### src/rtl/fp_align_shift_16_if.sv
// -----------------------------------------------------------------------------
// fp_align_shift_16_if
//   Handshake and data bundle for the mantissa alignment shifter.
//
//   Upstream side : in_valid, in_ready, mant, shamt
//   Downstream    : out_valid, out_ready, mant_o, guard_o, sticky_o, zero_o
//                   (+ round_o when FP_ALIGN_ROUND_BIT_EN is defined)
//
//   Modports:
//     slave  - the shifter itself (consumes beats, produces results)
//     master - the environment driving beats in and accepting results
//
//   Optional build macro: FP_ALIGN_ROUND_BIT_EN adds the round_o signal.
// -----------------------------------------------------------------------------
interface fp_align_shift_16_if #(
    parameter int W  = 16,
    parameter int SW = $clog2(W) + 1
);
    logic          in_valid;
    logic          in_ready;
    logic [W-1:0]  mant;
    logic [SW-1:0] shamt;
    logic          out_valid;
    logic          out_ready;
    logic [W-1:0]  mant_o;
    logic          guard_o;
    logic          sticky_o;
    logic          zero_o;
`ifdef FP_ALIGN_ROUND_BIT_EN
    logic          round_o;
`endif

    modport slave (
        input  in_valid,
        output in_ready,
        input  mant,
        input  shamt,
        output out_valid,
        input  out_ready,
        output mant_o,
        output guard_o,
        output sticky_o,
        output zero_o
`ifdef FP_ALIGN_ROUND_BIT_EN
        , output round_o
`endif
    );

    modport master (
        output in_valid,
        input  in_ready,
        output mant,
        output shamt,
        input  out_valid,
        output out_ready,
        input  mant_o,
        input  guard_o,
        input  sticky_o,
        input  zero_o
`ifdef FP_ALIGN_ROUND_BIT_EN
        , input round_o
`endif
    );
endinterface

### src/rtl/fp_align_shift_16.sv
// -----------------------------------------------------------------------------
// fp_align_shift_16
//   Two-stage pipelined right shifter that aligns the smaller mantissa in the
//   FP adder.  Stage 1 applies the coarse (multiple-of-8) part of the shift,
//   stage 2 the residual 0..7 bits, then forms guard / sticky / zero.
//
//   Ports:
//     clk    - single clock, rising edge
//     rst_n  - asynchronous active-low reset
//     flush  - synchronous pipeline clear (drops in-flight and offered beats)
//     bus    - fp_align_shift_16_if.slave:
//                in_valid/in_ready/mant/shamt    upstream beat
//                out_valid/out_ready             downstream handshake
//                mant_o   = mant >> shamt
//                guard_o  = first bit shifted out below the LSB
//                sticky_o = OR of every shifted-out bit below guard
//                zero_o   = mant_o is all zeros
//
//   Optional build macro: FP_ALIGN_ROUND_BIT_EN
//     Adds round_o (the bit just below guard); sticky_o then covers only the
//     bits below round.  Without it the round bit folds into sticky_o.
//
//   Datapath trick: the mantissa is placed in the top half of a 2W-bit word
//   ({mant, W zeros}).  After shifting, the top half is the result, bit W-1 is
//   guard, bit W-2 is round and everything lower feeds sticky.  Bits pushed
//   off the bottom of the 2W window are accumulated separately per stage.
// -----------------------------------------------------------------------------
module fp_align_shift_16 #(
    parameter int W  = 16,
    parameter int SW = $clog2(W) + 1
) (
    input  logic                 clk,
    input  logic                 rst_n,
    input  logic                 flush,
    fp_align_shift_16_if.slave   bus
);

    localparam int XW = 2 * W;

    // OR of all bits of v strictly below position n.
    function automatic logic or_below(input logic [XW-1:0] v, input int n);
        logic r;
        r = 1'b0;
        for (int i = 0; i < XW; i++) begin
            r = r | (v[i] & (i < n));
        end
        return r;
    endfunction

    // ------------------------------------------------------------------
    // Handshake
    // ------------------------------------------------------------------
    logic v1_r;
    logic v2_r;
    logic adv2_s;
    logic in_ready_s;
    logic ld1_s;
    logic ld2_s;

    // Stage advance / accept decisions; in_ready never looks at in_valid.
    always_comb begin
        adv2_s     = bus.out_ready | ~v2_r;
        in_ready_s = flush | ~v1_r | adv2_s;
        ld1_s      = bus.in_valid & in_ready_s & ~flush;
        ld2_s      = v1_r & adv2_s & ~flush;
    end

    // ------------------------------------------------------------------
    // Stage 1: coarse shift by shamt rounded down to a multiple of 8
    // ------------------------------------------------------------------
    logic [XW-1:0] full_s;
    logic [SW-1:0] coarse_s;
    logic [31:0]   shamt_x_s;
    logic          ovf_s;
    logic [XW-1:0] ext_s;
    logic          pst_s;

    logic [XW-1:0] ext1_r;
    logic          pst1_r;
    logic [2:0]    fine1_r;
    logic          ovf1_r;

    // Coarse shift of the widened mantissa plus OR of bits that fall off.
    always_comb begin
        full_s    = {bus.mant, {W{1'b0}}};
        coarse_s  = {bus.shamt[SW-1:3], 3'b000};
        shamt_x_s = 32'(bus.shamt);
        ovf_s     = (shamt_x_s >= 32'(XW));
        if (ovf_s) begin
            // Everything shifts out: nothing left, all of mant is sticky.
            ext_s = {XW{1'b0}};
            pst_s = |bus.mant;
        end else begin
            ext_s = full_s >> coarse_s;
            pst_s = or_below(full_s, int'(coarse_s));
        end
    end

    // Stage-1 valid and data registers.
    always_ff @(posedge clk or negedge rst_n) begin
        if (!rst_n) begin
            v1_r    <= 1'b0;
            ext1_r  <= {XW{1'b0}};
            pst1_r  <= 1'b0;
            fine1_r <= 3'd0;
            ovf1_r  <= 1'b0;
        end else if (flush) begin
            v1_r <= 1'b0;
        end else begin
            if (~v1_r | adv2_s) begin
                v1_r <= bus.in_valid;
            end
            if (ld1_s) begin
                ext1_r  <= ext_s;
                pst1_r  <= pst_s;
                fine1_r <= bus.shamt[2:0];
                ovf1_r  <= ovf_s;
            end
        end
    end

    // ------------------------------------------------------------------
    // Stage 2: fine shift by shamt[2:0], then guard / round / sticky / zero
    // ------------------------------------------------------------------
    logic [XW-1:0] fine_s;
    logic          dropf_s;
    logic [W-1:0]  mant2_s;
    logic          guard_s;
    logic          sticky_s;
    logic          zero_s;
`ifdef FP_ALIGN_ROUND_BIT_EN
    logic          round_s;
`endif

    logic [W-1:0]  mant2_r;
    logic          guard_r;
    logic          sticky_r;
    logic          zero_r;
`ifdef FP_ALIGN_ROUND_BIT_EN
    logic          round_r;
`endif

    // Residual shift and rounding-bit extraction from the widened word.
    always_comb begin
        fine_s  = ext1_r >> fine1_r;
        dropf_s = or_below(ext1_r, int'(fine1_r));
        if (ovf1_r) begin
            mant2_s  = {W{1'b0}};
            guard_s  = 1'b0;
            sticky_s = pst1_r;
`ifdef FP_ALIGN_ROUND_BIT_EN
            round_s  = 1'b0;
`endif
        end else begin
            mant2_s  = fine_s[XW-1:W];
            guard_s  = fine_s[W-1];
`ifdef FP_ALIGN_ROUND_BIT_EN
            round_s  = fine_s[W-2];
            sticky_s = pst1_r | dropf_s | (|fine_s[W-3:0]);
`else
            sticky_s = pst1_r | dropf_s | (|fine_s[W-2:0]);
`endif
        end
        zero_s = ~|mant2_s;
    end

    // Stage-2 valid and result registers; these drive the outputs directly.
    always_ff @(posedge clk or negedge rst_n) begin
        if (!rst_n) begin
            v2_r     <= 1'b0;
            mant2_r  <= {W{1'b0}};
            guard_r  <= 1'b0;
            sticky_r <= 1'b0;
            zero_r   <= 1'b1;
`ifdef FP_ALIGN_ROUND_BIT_EN
            round_r  <= 1'b0;
`endif
        end else if (flush) begin
            v2_r <= 1'b0;
        end else begin
            if (adv2_s) begin
                v2_r <= v1_r;
            end
            if (ld2_s) begin
                mant2_r  <= mant2_s;
                guard_r  <= guard_s;
                sticky_r <= sticky_s;
                zero_r   <= zero_s;
`ifdef FP_ALIGN_ROUND_BIT_EN
                round_r  <= round_s;
`endif
            end
        end
    end

    assign bus.in_ready  = in_ready_s;
    assign bus.out_valid = v2_r;
    assign bus.mant_o    = mant2_r;
    assign bus.guard_o   = guard_r;
    assign bus.sticky_o  = sticky_r;
    assign bus.zero_o    = zero_r;
`ifdef FP_ALIGN_ROUND_BIT_EN
    assign bus.round_o   = round_r;
`endif

endmodule
### src/flat_wrapper.sv
// flat-port wrapper written by rule: the top's interface ports become plain ports
module fp_align_shift_16_flat 
#(
    parameter int W  = 16,
    parameter int SW = $clog2(W) + 1
)
  (clk, rst_n, flush, bus_in_valid, bus_in_ready, bus_mant, bus_shamt, bus_out_valid, bus_out_ready, bus_mant_o, bus_guard_o, bus_sticky_o, bus_zero_o);
  fp_align_shift_16_if #(.W(W), .SW(SW)) bus_i ();
  input  logic clk;
  input  logic rst_n;
  input  logic flush;
  input wire logic [$bits(bus_i.in_valid)-1:0] bus_in_valid;
  output wire logic [$bits(bus_i.in_ready)-1:0] bus_in_ready;
  input wire logic [$bits(bus_i.mant)-1:0] bus_mant;
  input wire logic [$bits(bus_i.shamt)-1:0] bus_shamt;
  output wire logic [$bits(bus_i.out_valid)-1:0] bus_out_valid;
  input wire logic [$bits(bus_i.out_ready)-1:0] bus_out_ready;
  output wire logic [$bits(bus_i.mant_o)-1:0] bus_mant_o;
  output wire logic [$bits(bus_i.guard_o)-1:0] bus_guard_o;
  output wire logic [$bits(bus_i.sticky_o)-1:0] bus_sticky_o;
  output wire logic [$bits(bus_i.zero_o)-1:0] bus_zero_o;
  assign bus_i.in_valid = bus_in_valid;
  assign bus_in_ready = bus_i.in_ready;
  assign bus_i.mant = bus_mant;
  assign bus_i.shamt = bus_shamt;
  assign bus_out_valid = bus_i.out_valid;
  assign bus_i.out_ready = bus_out_ready;
  assign bus_mant_o = bus_i.mant_o;
  assign bus_guard_o = bus_i.guard_o;
  assign bus_sticky_o = bus_i.sticky_o;
  assign bus_zero_o = bus_i.zero_o;
  fp_align_shift_16 #(.W(W), .SW(SW)) u_core (.clk(clk), .rst_n(rst_n), .flush(flush), .bus(bus_i));
endmodule
### config.mk
export PLATFORM = sky130hd
export DESIGN_NAME = fp_align_shift_16_flat
export DESIGN_NICKNAME = d
export VERILOG_FILES = /design/src/rtl/fp_align_shift_16_if.sv /design/src/rtl/fp_align_shift_16.sv /design/src/flat_wrapper.sv
export SDC_FILE = /design/constraint.sdc
export NUM_CORES = 1
export LEC_CHECK = 0
export ABC_AREA = 1
export BUFFER_PORTS_ARGS = -buffer_cell sky130_fd_sc_hd__buf_2
export CAP_MARGIN = 20
export CORE_MARGIN = 1.5
export CORE_UTILIZATION = 50
export DETAILED_ROUTE_END_ITERATION = 10
export PLACE_DENSITY = 0.74
export SLEW_MARGIN = 30
export SYNTH_ARGS = -nofsm -noshare
export SYNTH_HDL_FRONTEND = slang
export SYNTH_SLANG_ARGS = --single-unit
### constraint.sdc
create_clock -name clk -period 1.27 [get_ports clk]
set_input_delay 0.1905 -clock clk [delete_from_list [all_inputs] [get_ports clk]]
set_output_delay 0.1905 -clock clk [all_outputs]
set_load 0.005 [all_outputs]
==> results.md <==
- Count of input and output buffers: 46
- Worst skew pair latency: about 0.36 ns
- Worst-case clock skew: between 0.01 and 0.015 ns
- Total CTS buffers: 9
- Arrival time at the worst endpoint: 1.82 ns
- # nets final: 564
- Final critical-path share of the clock period: 123.8%
- Violated checks: negative setup slack
- Worst Tran Pin Value: between 0.6 and 0.7 ns
- Core area: 0.006350 mm²
- Routability Congestion: 0.8657
- DR vias: ~3,800
- Crit Path Max Fanout: 26
- Result of the run: finished, violations left
- Count of antenna diodes in the layout: 0
- Remaining design rule violation count: 0
- Antenna-violating nets left: 0
- Initial drt markers: ~380
- Router iterations before antenna repair: 5
- Net count after synthesis: ~450
- TritonCTS clock tree: yes
- Number of max-slew violations in the final report: 0
- Number of levels in the clock H-tree: 3
- Hold path endpoint: u_core.bus.out_valid$_DFFE_PN0P_
- Number of core rows: 29
- Setup WS pre-CTS: -0.2475 ns
- Number of distinct library cell variants in the gate-level netlist after synthesis: 29
- Met1 layer wirelength in the final routing: roughly 4.4 mm
- Worst setup EP type: register
- Setup repair after global routing missed its margin: yes
- Part of the Yosys area used for sequential elements: a little over two fifths
- Share of the synthesized area in the top cell type: 42.57%
- Top-Level Pins: 47
- Worst-case headroom to the max-slew limit: 58.05%
- HP Start: flush
- Die span in x: 84.14 µm
- DIE HEIGHT: approximately 84 µm
- Total power per unit cell area: between 1000 and 1500 mW/mm²
- Number of antenna violations at the first check in global routing: 0
- Number of clock sinks seen by CTS: 57
- Global-route congestion overflow total: 0
- Number of warnings printed during yosys synthesis: 0
- Largest net degree at the start of global routing: 58
- Least setup slack across all paths after layout: -0.3020 ns
- Top achievable clock speed: around 0.64 GHz
- P_leak: 2.450 nW
- Clk root buf: clkbuf_8
- Detailed-placement wirelength estimate: ~6.2 mm
- Worst hold path cell count: 2
- Met3 layer wire length in the routed design: around 910 µm
- Layout-stage area growth over the synthesis result: 59.06%
- Effective utilization at floorplan: around 52%
- Max clock buf depth: 2
- Max Used Layer: met4
- GRT Resource Usage Total: a little under a third
- Startpoint of the lowest-slack register-to-register path: u_core.fine1_r[0]$_DFFE_PN0P_
- Endpoints failing setup: 57
- Detailed-route wire length: around 12 mm
- Count of endpoints failing hold in the final timing report: 0
- Ratio of cells with drive above 1 in the final layout: 51.85%
- Number of vias per cell after detailed routing: between 6 and 7
- Final worst path period need: roughly 1.6 ns
- Register-to-register setup slack: -0.30 ns
- Worst-case hold slack: about 0.065 ns
- Average cell area after synthesis: just under 8 µm²
- Type of the worst setup path: register to register
- Top post-synthesis cells by area: dfrtp_1, nand2_1, nand3_1
- Fillcell total: 333
- Destination of the worst register-to-register timing path: u_core.bus.sticky_o$_DFFE_PN0P_
- Number of global-route vias before repair: ~3,700
- Library cell occupying the most area in the post-synthesis netlist: dfrtp_1
- Worst min-delay path category: input port to register
- R2R cell count: 9
- Worst-path clk slew: around 0.070 ns
- Overall die area: 0.007080 mm²
- Met2 WL: around 6.0 mm
- Synth Register Bits: 57
- First-pass GRT wire length: approximately 18 mm
- Per-cell routed wire length: approximately 19 µm
- CP startpoint kind: register
- Synthesized cell area: approximately 0.0033 mm²
- Required time of the critical path: approximately 1.5 ns
- Worst IR drop on VDD: ~0.0009 V
- # Max-Cap Violations: 0
- Synthesized netlist cell count: approximately 430
[cells in the final DEF (no fill, tap or decap), drive strengths merged, types with 4 or more instances in the layout]
master,n
inv,21
o31ai,16
nor2,42
a31oi,20
nand2,118
clkbuf,13
a21oi,4
o21ai,26
mux2i,7
nand3,84
buf,122
dfrtp,56
[flip-flops by register name, summed over array words and instances, names as in the netlist]
signal / count
u_core.bus.mant_o: 16
u_core.bus.sticky_o: 1
u_core.bus.guard_o: 1
u_core.pst1_r: 1
u_core.bus.out_valid: 1
u_core.v1_r: 1
u_core.bus.zero_o: 1
u_core.fine1_r: 3
u_core.ext1_r: 32
[cell type report]
cell class	count	area [µm²]	share of cell area, %
clock buffers	13	178.9	3.417
clock inverters	2	35.03	0.6691
inverters	18	101.3	1.935
multi-input cells	324	2246	42.89
flip-flops and latches	57	1429	27.29
well taps	77	96.34	1.840
repair buffers	123	1099	20.98
repair inverters	5	51.30	0.9797
[layer usage]
layer  vias to the layer above  global-route usage, %
met5                         -                      0
met4                         0                  14.90
met3                        64                  6.588
met2                       230                  53.53
met1                      1809                  38.56
li1                       1686                      -
[cells by family after synthesis]
logic type,synth area share [%]
flip-flops,43.37
AO/OA/AOI/OAI,12.24
buffers and inverters,7.335
AND/OR/NAND/NOR,34.93
multiplexers,2.129
[cell usage after synthesis]
library cell  count
a31oi_1          20
o21ai_0          25
clkbuf_2          1
buf_2            16
o31ai_1          16
a21oi_1           4
nand4_1           2
buf_4             2
clkbuf_1          4
inv_2             4
clkinv_1          1
dfstp_2           1
inv_4             1
nand3_1          71
dfrtp_1          56
buf_1             2
nand2_2           9
inv_1            12
nand2_4           1
nand2_1         108
buf_8             1
o21a_1            1
nor3_1            3
nand3_2          13
nor4_1            1
mux2i_1           7
o21ai_1           1
buf_6             3
nor2_1           42
[worst max-delay path: stages, from the launching register on]
cell and delay (ns):
dfrtp_2 0.46, buf_12 0.18, nor2_1 0.17, nand2_1 0.08, o21ai_0 0.10, nand2_1 0.10, nor2_1 0.12, nand2_1 0.08
nor2_2 0.11, a21oi_1 0.07
[repair_timing]
action,CTS,global route
setup endpoints to repair,57,57
gates resized for setup,127,87
setup buffers,13,8
cloned,10,0
pin swaps,2,7
endpoints found under the hold margin,56,0
hold buffers,1,0
[through the flow]
stage               TNS [ns]  total power [mW]  instances  util, %  cell area (µm²)
detailed placement    -3.974             4.029        578    62.52             3970
floorplan           -0.01540             3.299        428        -             3318
global placement      -2.764             3.976        578    62.52             3970
global route          -11.26             6.898        619    82.46             5236
CTS                   -5.499             6.267        617    77.42             4916
finish                -8.155             6.640        619    82.46             5236
[how the worst max path moves through the flow]
stage	from	end	slack, ns
CTS	u_core.bus.out_valid$_DFFE_PN0P_	bus_in_ready	-0.23
floorplan	u_core.fine1_r[0]$_DFFE_PN0P_	u_core.bus.zero_o$_DFFE_PN1P_	-0.008
global placement	u_core.fine1_r[0]$_DFFE_PN0P_	u_core.bus.zero_o$_DFFE_PN1P_	-0.20
finish	u_core.fine1_r[0]$_DFFE_PN0P_	u_core.bus.sticky_o$_DFFE_PN0P_	-0.30
detailed placement	u_core.fine1_r[0]$_DFFE_PN0P_	u_core.bus.zero_o$_DFFE_PN1P_	-0.25
global route	u_core.fine1_r[0]$_DFFE_PN0P_	u_core.bus.sticky_o$_DFFE_PN0P_	-0.35
[power by group]
part	switching (mW)	internal (mW)
Clock	0.782	1.11
Sequential	0.274	2.08
Combinational	1.30	1.09
Total	2.36	4.28
No activity file was read; power rests on OpenSTA's default activity.
